$ cat config.mk
export PLATFORM = sky130hd
export DESIGN_NAME = mcu_spi_target
export DESIGN_NICKNAME = d
export VERILOG_FILES = /design/src/rtl/mcu_spi_target.sv
export SDC_FILE = /design/constraint.sdc
export NUM_CORES = 1
export LEC_CHECK = 0
export ABC_AREA = 1
export CAP_MARGIN = 10
export CELL_PAD_IN_SITES_DETAIL_PLACEMENT = 2
export CELL_PAD_IN_SITES_GLOBAL_PLACEMENT = 2
export CORE_ASPECT_RATIO = 0.7
export CORE_MARGIN = 5
export CORE_UTILIZATION = 34
export DETAILED_ROUTE_END_ITERATION = 6
export GPL_TIMING_DRIVEN = 1
export PLACE_DENSITY = 0.91
export SLEW_MARGIN = 20
export SYNTH_ARGS = -nofsm -noshare
export SYNTH_HDL_FRONTEND = slang
export SYNTH_SLANG_ARGS = --single-unit
$ cat constraint.sdc
create_clock -name clk -period 3.6 [get_ports clk]
set_input_delay 0.54 -clock clk [delete_from_list [all_inputs] [get_ports clk]]
set_output_delay 0.54 -clock clk [all_outputs]
set_load 0.05 [all_outputs]
$ cat src/rtl/mcu_spi_target.sv
// SPI mode-0 target for the companion MCU link: deframes transfers into a
// byte stream with per-target strobes and shifts reply bytes out on MISO.
module mcu_spi_target #(
  parameter int         SYNC_STAGES = 2,
  parameter logic [7:0] TARGET_OSD  = 8'd1,
  parameter logic [7:0] TARGET_HID  = 8'd2,
  parameter logic [7:0] TARGET_SDC  = 8'd3
) (
  input  logic       clk,
  input  logic       reset,
  input  logic       spi_ss_n,
  input  logic       spi_sclk,
  input  logic       spi_mosi,
  output logic       spi_miso,
  output logic       mcu_start,
  output logic       mcu_osd_strobe,
  output logic       mcu_hid_strobe,
  output logic       mcu_sdc_strobe,
  output logic [7:0] mcu_data,
  input  logic [7:0] mcu_hid_din,
  input  logic [7:0] mcu_sdc_din
);
  typedef enum logic [1:0] {ST_IDLE = 2'd0, ST_CMD = 2'd1, ST_DATA = 2'd2} state_t;
  typedef enum logic [1:0] {TGT_NONE = 2'd0, TGT_OSD = 2'd1, TGT_HID = 2'd2, TGT_SDC = 2'd3} target_t;

  function automatic target_t decode_target(input logic [7:0] cmd);
    target_t tgt;
    case (cmd)
      TARGET_OSD: tgt = TGT_OSD;
      TARGET_HID: tgt = TGT_HID;
      TARGET_SDC: tgt = TGT_SDC;
      default:    tgt = TGT_NONE;
    endcase
    return tgt;
  endfunction

  logic [SYNC_STAGES-1:0] ss_sync_r, sclk_sync_r, mosi_sync_r;
  logic       ss_prev_r, sclk_prev_r;
  logic       ss_s, sclk_s, mosi_s, sclk_rise_s, sclk_fall_s, ss_fall_s;
  logic       byte_rise_s, byte_done_s;
  state_t     state_r, state_s;
  logic [2:0] bit_cnt_r;
  logic [7:0] shift_r, tx_r, data_r, reply_s;
  logic       done_r, done_cmd_r, first_r, skip_r;
  logic       osd_r, hid_r, sdc_r, start_r;
  target_t    target_r, reply_tgt_s;

  assign ss_s        = ss_sync_r[SYNC_STAGES-1];
  assign sclk_s      = sclk_sync_r[SYNC_STAGES-1];
  assign mosi_s      = mosi_sync_r[SYNC_STAGES-1];
  assign sclk_rise_s = sclk_s & ~sclk_prev_r;
  assign sclk_fall_s = ~sclk_s & sclk_prev_r;
  assign ss_fall_s   = ~ss_s & ss_prev_r;
  assign byte_rise_s = sclk_rise_s & (state_r != ST_IDLE);
  assign byte_done_s = byte_rise_s & (bit_cnt_r == 3'd7);
  // The reply for the byte just finished uses the target it may have just selected
  assign reply_tgt_s = done_cmd_r ? decode_target(shift_r) : target_r;

  assign spi_miso       = tx_r[7];
  assign mcu_start      = start_r;
  assign mcu_osd_strobe = osd_r;
  assign mcu_hid_strobe = hid_r;
  assign mcu_sdc_strobe = sdc_r;
  assign mcu_data       = data_r;

  // Input synchronizers and one-cycle history for edge detection
  always_ff @(posedge clk or posedge reset) begin
    if (reset) begin
      ss_sync_r   <= {SYNC_STAGES{1'b0}};
      sclk_sync_r <= {SYNC_STAGES{1'b0}};
      mosi_sync_r <= {SYNC_STAGES{1'b0}};
      ss_prev_r   <= 1'b0;
      sclk_prev_r <= 1'b0;
    end else begin
      ss_sync_r   <= {ss_sync_r[SYNC_STAGES-2:0], spi_ss_n};
      sclk_sync_r <= {sclk_sync_r[SYNC_STAGES-2:0], spi_sclk};
      mosi_sync_r <= {mosi_sync_r[SYNC_STAGES-2:0], spi_mosi};
      ss_prev_r   <= ss_s;
      sclk_prev_r <= sclk_s;
    end
  end

  // Frame state register
  always_ff @(posedge clk or posedge reset) begin
    if (reset) begin
      state_r <= ST_IDLE;
    end else begin
      state_r <= state_s;
    end
  end

  // Frame next-state logic
  always_comb begin
    state_s = state_r;
    case (state_r)
      ST_IDLE: begin
        if (ss_fall_s) state_s = ST_CMD;
        else           state_s = ST_IDLE;
      end
      ST_CMD: begin
        if (ss_s)             state_s = ST_IDLE;
        else if (byte_done_s) state_s = ST_DATA;
        else                  state_s = ST_CMD;
      end
      ST_DATA: begin
        if (ss_s) state_s = ST_IDLE;
        else      state_s = ST_DATA;
      end
      default: state_s = ST_IDLE;
    endcase
  end

  // Reply byte selection
  always_comb begin
    reply_s = 8'h00;
    case (reply_tgt_s)
      TGT_HID: reply_s = mcu_hid_din;
      TGT_SDC: reply_s = mcu_sdc_din;
      default: reply_s = 8'h00;
    endcase
  end

  // Receive shifter and bit counter
  always_ff @(posedge clk or posedge reset) begin
    if (reset) begin
      bit_cnt_r  <= 3'd0;
      shift_r    <= 8'h00;
      done_r     <= 1'b0;
      done_cmd_r <= 1'b0;
    end else begin
      if (state_r == ST_IDLE || ss_s) begin
        bit_cnt_r <= 3'd0;
      end else if (byte_rise_s) begin
        bit_cnt_r <= bit_cnt_r + 3'd1;
      end
      if (byte_rise_s) begin
        shift_r <= {shift_r[6:0], mosi_s};
      end
      done_r     <= byte_done_s;
      done_cmd_r <= (state_r == ST_CMD);
    end
  end

  // Byte delivery: data, target latch and single-cycle strobes
  always_ff @(posedge clk or posedge reset) begin
    if (reset) begin
      data_r   <= 8'h00;
      target_r <= TGT_NONE;
      first_r  <= 1'b0;
      osd_r    <= 1'b0;
      hid_r    <= 1'b0;
      sdc_r    <= 1'b0;
      start_r  <= 1'b0;
    end else begin
      osd_r   <= 1'b0;
      hid_r   <= 1'b0;
      sdc_r   <= 1'b0;
      start_r <= 1'b0;
      if (done_r) begin
        data_r <= shift_r;
        if (done_cmd_r) begin
          target_r <= decode_target(shift_r);
          first_r  <= 1'b1;
        end else begin
          osd_r   <= (target_r == TGT_OSD);
          hid_r   <= (target_r == TGT_HID);
          sdc_r   <= (target_r == TGT_SDC);
          start_r <= first_r & (target_r != TGT_NONE);
          first_r <= 1'b0;
        end
      end
    end
  end

  // MISO shifter; the fall right after a load is skipped so the new MSB is held
  always_ff @(posedge clk or posedge reset) begin
    if (reset) begin
      tx_r   <= 8'h00;
      skip_r <= 1'b0;
    end else begin
      if (state_r == ST_IDLE || ss_s) begin
        tx_r   <= 8'h00;
        skip_r <= 1'b0;
      end else if (done_r) begin
        tx_r   <= reply_s;
        skip_r <= 1'b1;
      end else if (sclk_fall_s) begin
        if (skip_r) skip_r <= 1'b0;
        else        tx_r   <= {tx_r[6:0], 1'b0};
      end
    end
  end
endmodule

**Yosys cells after proc, flatten, opt, wreduce, memory -nomap -nowiden**

Cells that the tools add are included.

- Bitwise operators: 9
- Reductions and logical operators: 7
- $add $sub $neg: 1
- Equality and inequality tests: 12
- Mux-type cells: 26

Operators by type and width:

| cell | count |
|---|---|
| 8-bit 2-to-1 mux | 4 |
| 8-bit by 2-bit equality test with 1-bit output (second input constant) | 2 |
| 8-bit case mux with 2 select lines | 1 |
| 1-bit 2-to-1 mux | 13 |
| 2-bit case mux with 3 select lines | 2 |
| 2-bit equality test (second input constant) | 5 |
| 8-bit by 1-bit equality test with 1-bit output (second input constant) | 1 |
| 2-bit 2-to-1 mux | 4 |
| 1-bit bitwise AND | 6 |
| 3-bit 2-to-1 mux | 2 |
| 2-bit nonzero test | 3 |
| 2-bit by 1-bit equality test with 1-bit output (second input constant) | 2 |
| 3-bit by 1-bit adder with 3-bit output (second input constant) | 1 |
| 3-bit equality test (second input constant) | 1 |
| 3-bit by 2-bit inequality test with 1-bit output (second input constant) | 1 |
| 1-bit inverter | 3 |
| 3-bit nonzero test | 1 |
| 2-bit logical NOT | 1 |
| 2-bit AND reduction | 1 |
| 1-bit logical OR | 1 |

- Output and inout port bits: 13
- Flip-flop bits (word level): 47
- Word-level logic and storage cells: 74

**Depth between registers and ports, before layout**

- Depth in word-level cells: 7
- Mapped depth: 10
- Gate-level depth less buffers: 9

**Least setup slack after synthesis**

OpenSTA, ideal clock, no wires.

- Path kind: reg2reg
- From: register shift_r[4]
- To: register tx_r[0]
- Path slack: 2.403 ns
- Required time: 3.535 ns
- Data arrival time: 1.132 ns
- Cell stages (with the launch flop): 11
- Cell sequence: dfrtp_1 nor2_1 nand2_2 inv_2 nand3_2 nand2_4 buf_6 nand3_2 nand2_1 nand3_1 nand2_1

- Longest elaborated chain between the ends: 7
- Elaborated cells on any way between the ends: 10
- Those cells by class: eq/ne: 5; mux: 5

RTL lines:

| element | line | text |
|---|---|---|
| start, declared | 43 | `logic [7:0] shift_r, tx_r, data_r, reply_s;` |
| start signal, assigned | 137 | `shift_r <= {shift_r[6:0], mosi_s};` |
| 8-bit by 2-bit equality test with 1-bit output or 8-bit by 1-bit equality test with 1-bit output (tied branches) | 28 | `case (cmd)` |
| 2-bit case mux with 3 select lines * | 28 |  |
| 2-bit 2-to-1 mux * | -- |  |
| 2-bit equality test | 116 | `case (reply_tgt_s)` |
| 8-bit case mux with 2 select lines * | 116 |  |
| 8-bit 2-to-1 mux * | 184 | `end else if (done_r) begin` |
| 8-bit 2-to-1 mux * | 181 | `if (state_r == ST_IDLE \|\| ss_s) begin` |
| end signal, assigned | 185 | `tx_r <= reply_s;` |
| end signal, assigned | 189 | `else tx_r <= {tx_r[6:0], 1'b0};` |
| end, declared | 43 |  |

Every way passes the cells marked *; elsewhere a longest branch is shown, timed or not.
A chain may end at the register's enable or synchronous reset.

**Worst setup path after layout**

- From: register done_r
- To: register tx_r[6]

- Longest elaborated chain between the ends: 2
- Elaborated cells on any way between the ends: 5
- Those cells by class: eq/ne: 1; mux: 2; reduce/logical: 2

RTL lines:

| element | line | text |
|---|---|---|
| start, declared | 44 | `logic done_r, done_cmd_r, first_r, skip_r;` |
| start signal, assigned | 139 | `done_r <= byte_done_s;` |
| 3-bit by 2-bit inequality test with 1-bit output (no line) (tied with other cells) | -- |  |
| 2-bit AND reduction (no line) or 8-bit 2-to-1 mux (tied branches) | -- |  |

Several ways; a longest one is shown, not always the timed one.

==> metrics.md <==
| Metric | Value |
|---|---|
| Outcome | `finished, final reports clean` |
| I/O Buffers | `33` |
| Area Overhead vs Synth | `23.42%` |
| Longest Clk Path Bufs | `2` |
| Flop pwr share | `55.6%` |
| CORE AREA | `0.005727 mm^2` |
| Tcrit/Tclk final | `59.96%` |
| Finished Cell Area | `0.002466 mm^2` |
| Total routed wirelength | `5.283 mm` |
| Post-CTS Resized | `0` |
| Iter 0 DRT Violations | `50` |
| Pre-antenna DRT Iters | `4` |
| Fin. Hold Viols | `0` |
| Setup Viol. Count Final | `0` |
| Min cycle time layout | `2.159 ns` |
| Power Dens Cells | `435.5 mW/mm^2` |
| Clk_lat worst skew | `0.30 ns` |
| Setup CP Type | `reg -> reg` |
| CTS tree | `built` |
| Global-route wire length before repair | `8.783 mm` |
| Post-Layout Cell Count | `329` |
| Maximum vdd ir drop | `0.1674 mV` |
| Internal power | `0.7566 mW` |
| Synthesized area | `0.001998 mm^2` |
| Rel. slew slack | `46.00%` |
| # clock sinks | `47` |
| CP required | `3.84 ns` |
| Final core occ | `43.06%` |
| Post-synthesis simple-gate area fraction | `25.92%` |
| Total power | `1.074 mW` |
| Clock power frac | `28.3%` |
| Die width | `101.6 um` |
| Clock skew | `0.007603 ns` |
| Syn Inst Count | `220` |
| Global route overflow | `0` |
| Vias in the first global route | `1801` |
| Initial antenna violation count | `0` |
| Leakage | `1.086 nW` |
| Hold path cells | `0` |
| Critical Path Source | `done_r` |
| Final worst slack | `1.441 ns` |
| Largest net degree at the start of global routing | `48` |
| HP Class | `reg -> reg` |
| Layout net count | `276` |
| Mux contribution to synthesized area | `0%` |
| H-tree lvl count | `2` |
| Register area share after synthesis | `58.86%` |
| NetSw | `0.3175 mW` |
| IO Pins | `34` |
| Critical path peak fanout | `21` |
| RSZ-0062 raised after global routing | `false` |
| Combinational power share | `16.1%` |
| ANT cells | `0` |
| Total negative slack | `0 ns` |
| Slew @ Worst Pin | `0.8090 ns` |
| Syn_area_per_cell | `9.083 um^2` |
| Arr. time, crit path | `2.40 ns` |
| Largest family of logic cells by synthesized area | `simple AND/OR/NAND/NOR gates` |
| ANT nets after route | `0` |
| Post-DP HPWL | `3.686 mm` |
| Crit start category | `flop` |
| Drt via density | `4.900` |
| Remaining DRCs | `0` |
| GRT Util Overall | `15.23%` |
| Synth Area in Compound Gates | `6.951%` |
| Post-CTS setup buffers | `0` |
| Placed insts | `321` |
| Syn nets | `243` |
| Drt wl/cell | `16.06 um` |
| Gpl congestion | `0.7133` |
| # hold bufs at CTS | `0` |
| YS warnings | `0` |
| Max-Cap Viols | `0` |
| Total CTS buffers | `5` |
| R2r startpoint | `done_r` |
| Worst reg2reg path depth | `6` |
| XOR/XNOR Fraction of Synth Area | `0.4383%` |
| Sw frac | `29.56%` |
| CP Capture Type | `flop` |
| Final max-slew violation count | `0` |
| Worst-path clk slew | `0.08 ns` |
| Die Y | `74.14 um` |
| Adder-Cell Fraction of Synth Area | `1.252%` |
| Pre-CTS setup slack | `1.510 ns` |
| HP Start | `ss_sync_r[0]` |
| Distinct cell type count after synthesis | `26` |
| Max Freq | `0.4633 GHz` |
| Hold slack | `0.3528 ns` |
| Initial Utilization | `34.89%` |
| Via count | `1612` |
| Yosys reg bits | `47` |
| DP Area | `0.002377 mm^2` |
| Root Driver | `clkbuf_8` |
| Row count | `23` |
| Layout cells sized above 1 | `7.874%` |
| Die ar. | `0.007534 mm^2` |
layout by cell type, fill, tap and decap left out:
master / count
clkbuf_8: 5
inv_1: 19
o21a_1: 1
a22oi_1: 1
clkdlybuf4s50_1: 33
clkbuf_1: 2
a211oi_1: 1
nand2_1: 52
inv_2: 2
nand3_1: 26
nor2_2: 2
nand2_4: 1
nor2_4: 1
nor3_4: 1
o21ai_2: 1
clkinv_1: 1
a21oi_1: 2
clkinv_2: 2
o21ai_0: 18
ha_1: 2
dfrtp_1: 47
nor2_1: 24
nand3_2: 3
nor3_1: 3
o211ai_1: 1
xnor2_1: 1
nand2_2: 2
worst max-delay path, cell delays in order, from the launching register on:
cell	delay [ns]
dfrtp_1	0.76
inv_1	0.47
o211ai_1	0.29
nand2_1	0.25
nor2_1	0.19
nand2_1	0.09
nand2_1	0.06
cells in the mapped netlist, drive strengths merged:
library cell,n,area [um^2]
nand2,55,219.0
dfrtp,47,1176
nand3,29,160.2
nor2,27,113.9
inv,22,82.58
o21ai,19,98.85
buf,5,37.53
nor3,4,25.02
a21oi,2,10.01
clkbuf,2,7.510
ha,2,25.02
a211oi,1,7.510
a22oi,1,7.510
clkinv,1,3.750
o211ai,1,7.510
o21a,1,7.510
xnor2,1,8.760
state kept, by name (all words and copies together) (netlist names), 2 cells and up:
name	flops
mosi_sync_r	2
state_r	2
tx_r	8
sclk_sync_r	2
ss_sync_r	2
mcu_data	8
target_r	2
shift_r	8
bit_cnt_r	3
routing by layer:
metal  track usage (%)  vias to the layer above  share of wire (%)  routed length (um)
met5                 0                        -                  0                   0
met1             18.87                      815                 44                2345
met3             3.280                        9                4.0                 209
met4             4.425                        0                1.5                  77
met2             27.03                       25                 50                2650
li1                  -                      763                  -                   -
power groups by stage:
stage	clock, mW	combinational [mW]	sequential, mW
floorplan	0	0.113	0.595
global placement	0	0.163	0.601
detailed placement	0	0.171	0.606
CTS	0.319	0.176	0.597
global route	0.339	0.198	0.603
finish	0.304	0.173	0.597
cell families (layout without fill, tap and decap cells):
family,count (synthesis),in the layout
compound gates,25,25
xor+xnor,1,1
fa+ha+maj,2,2
buf+inv,30,64
flops,47,47
simple gates,115,115
path summary, 6_finish.rpt:
check,end,slack (ns)
worst max register to register,tx_r[6],1.44
worst max-delay path,tx_r[6],1.44
min in group asynchronous,ss_sync_r[1],0.69
worst min-delay path,ss_sync_r[1],0.35
worst min register to register,ss_sync_r[1],0.35
max in group asynchronous,bit_cnt_r[2],2.43
layout make-up:
class                   count  area, um^2
inverters                  23       87.58
multi-input cells         143       696.9
fillers                   638        3261
clock buffers               7       76.32
clock inverters             1       5.005
flip-flops and latches     47        1176
repair buffers             33       330.3
well taps                  75       93.84
(Power assumes the default switching activity.)
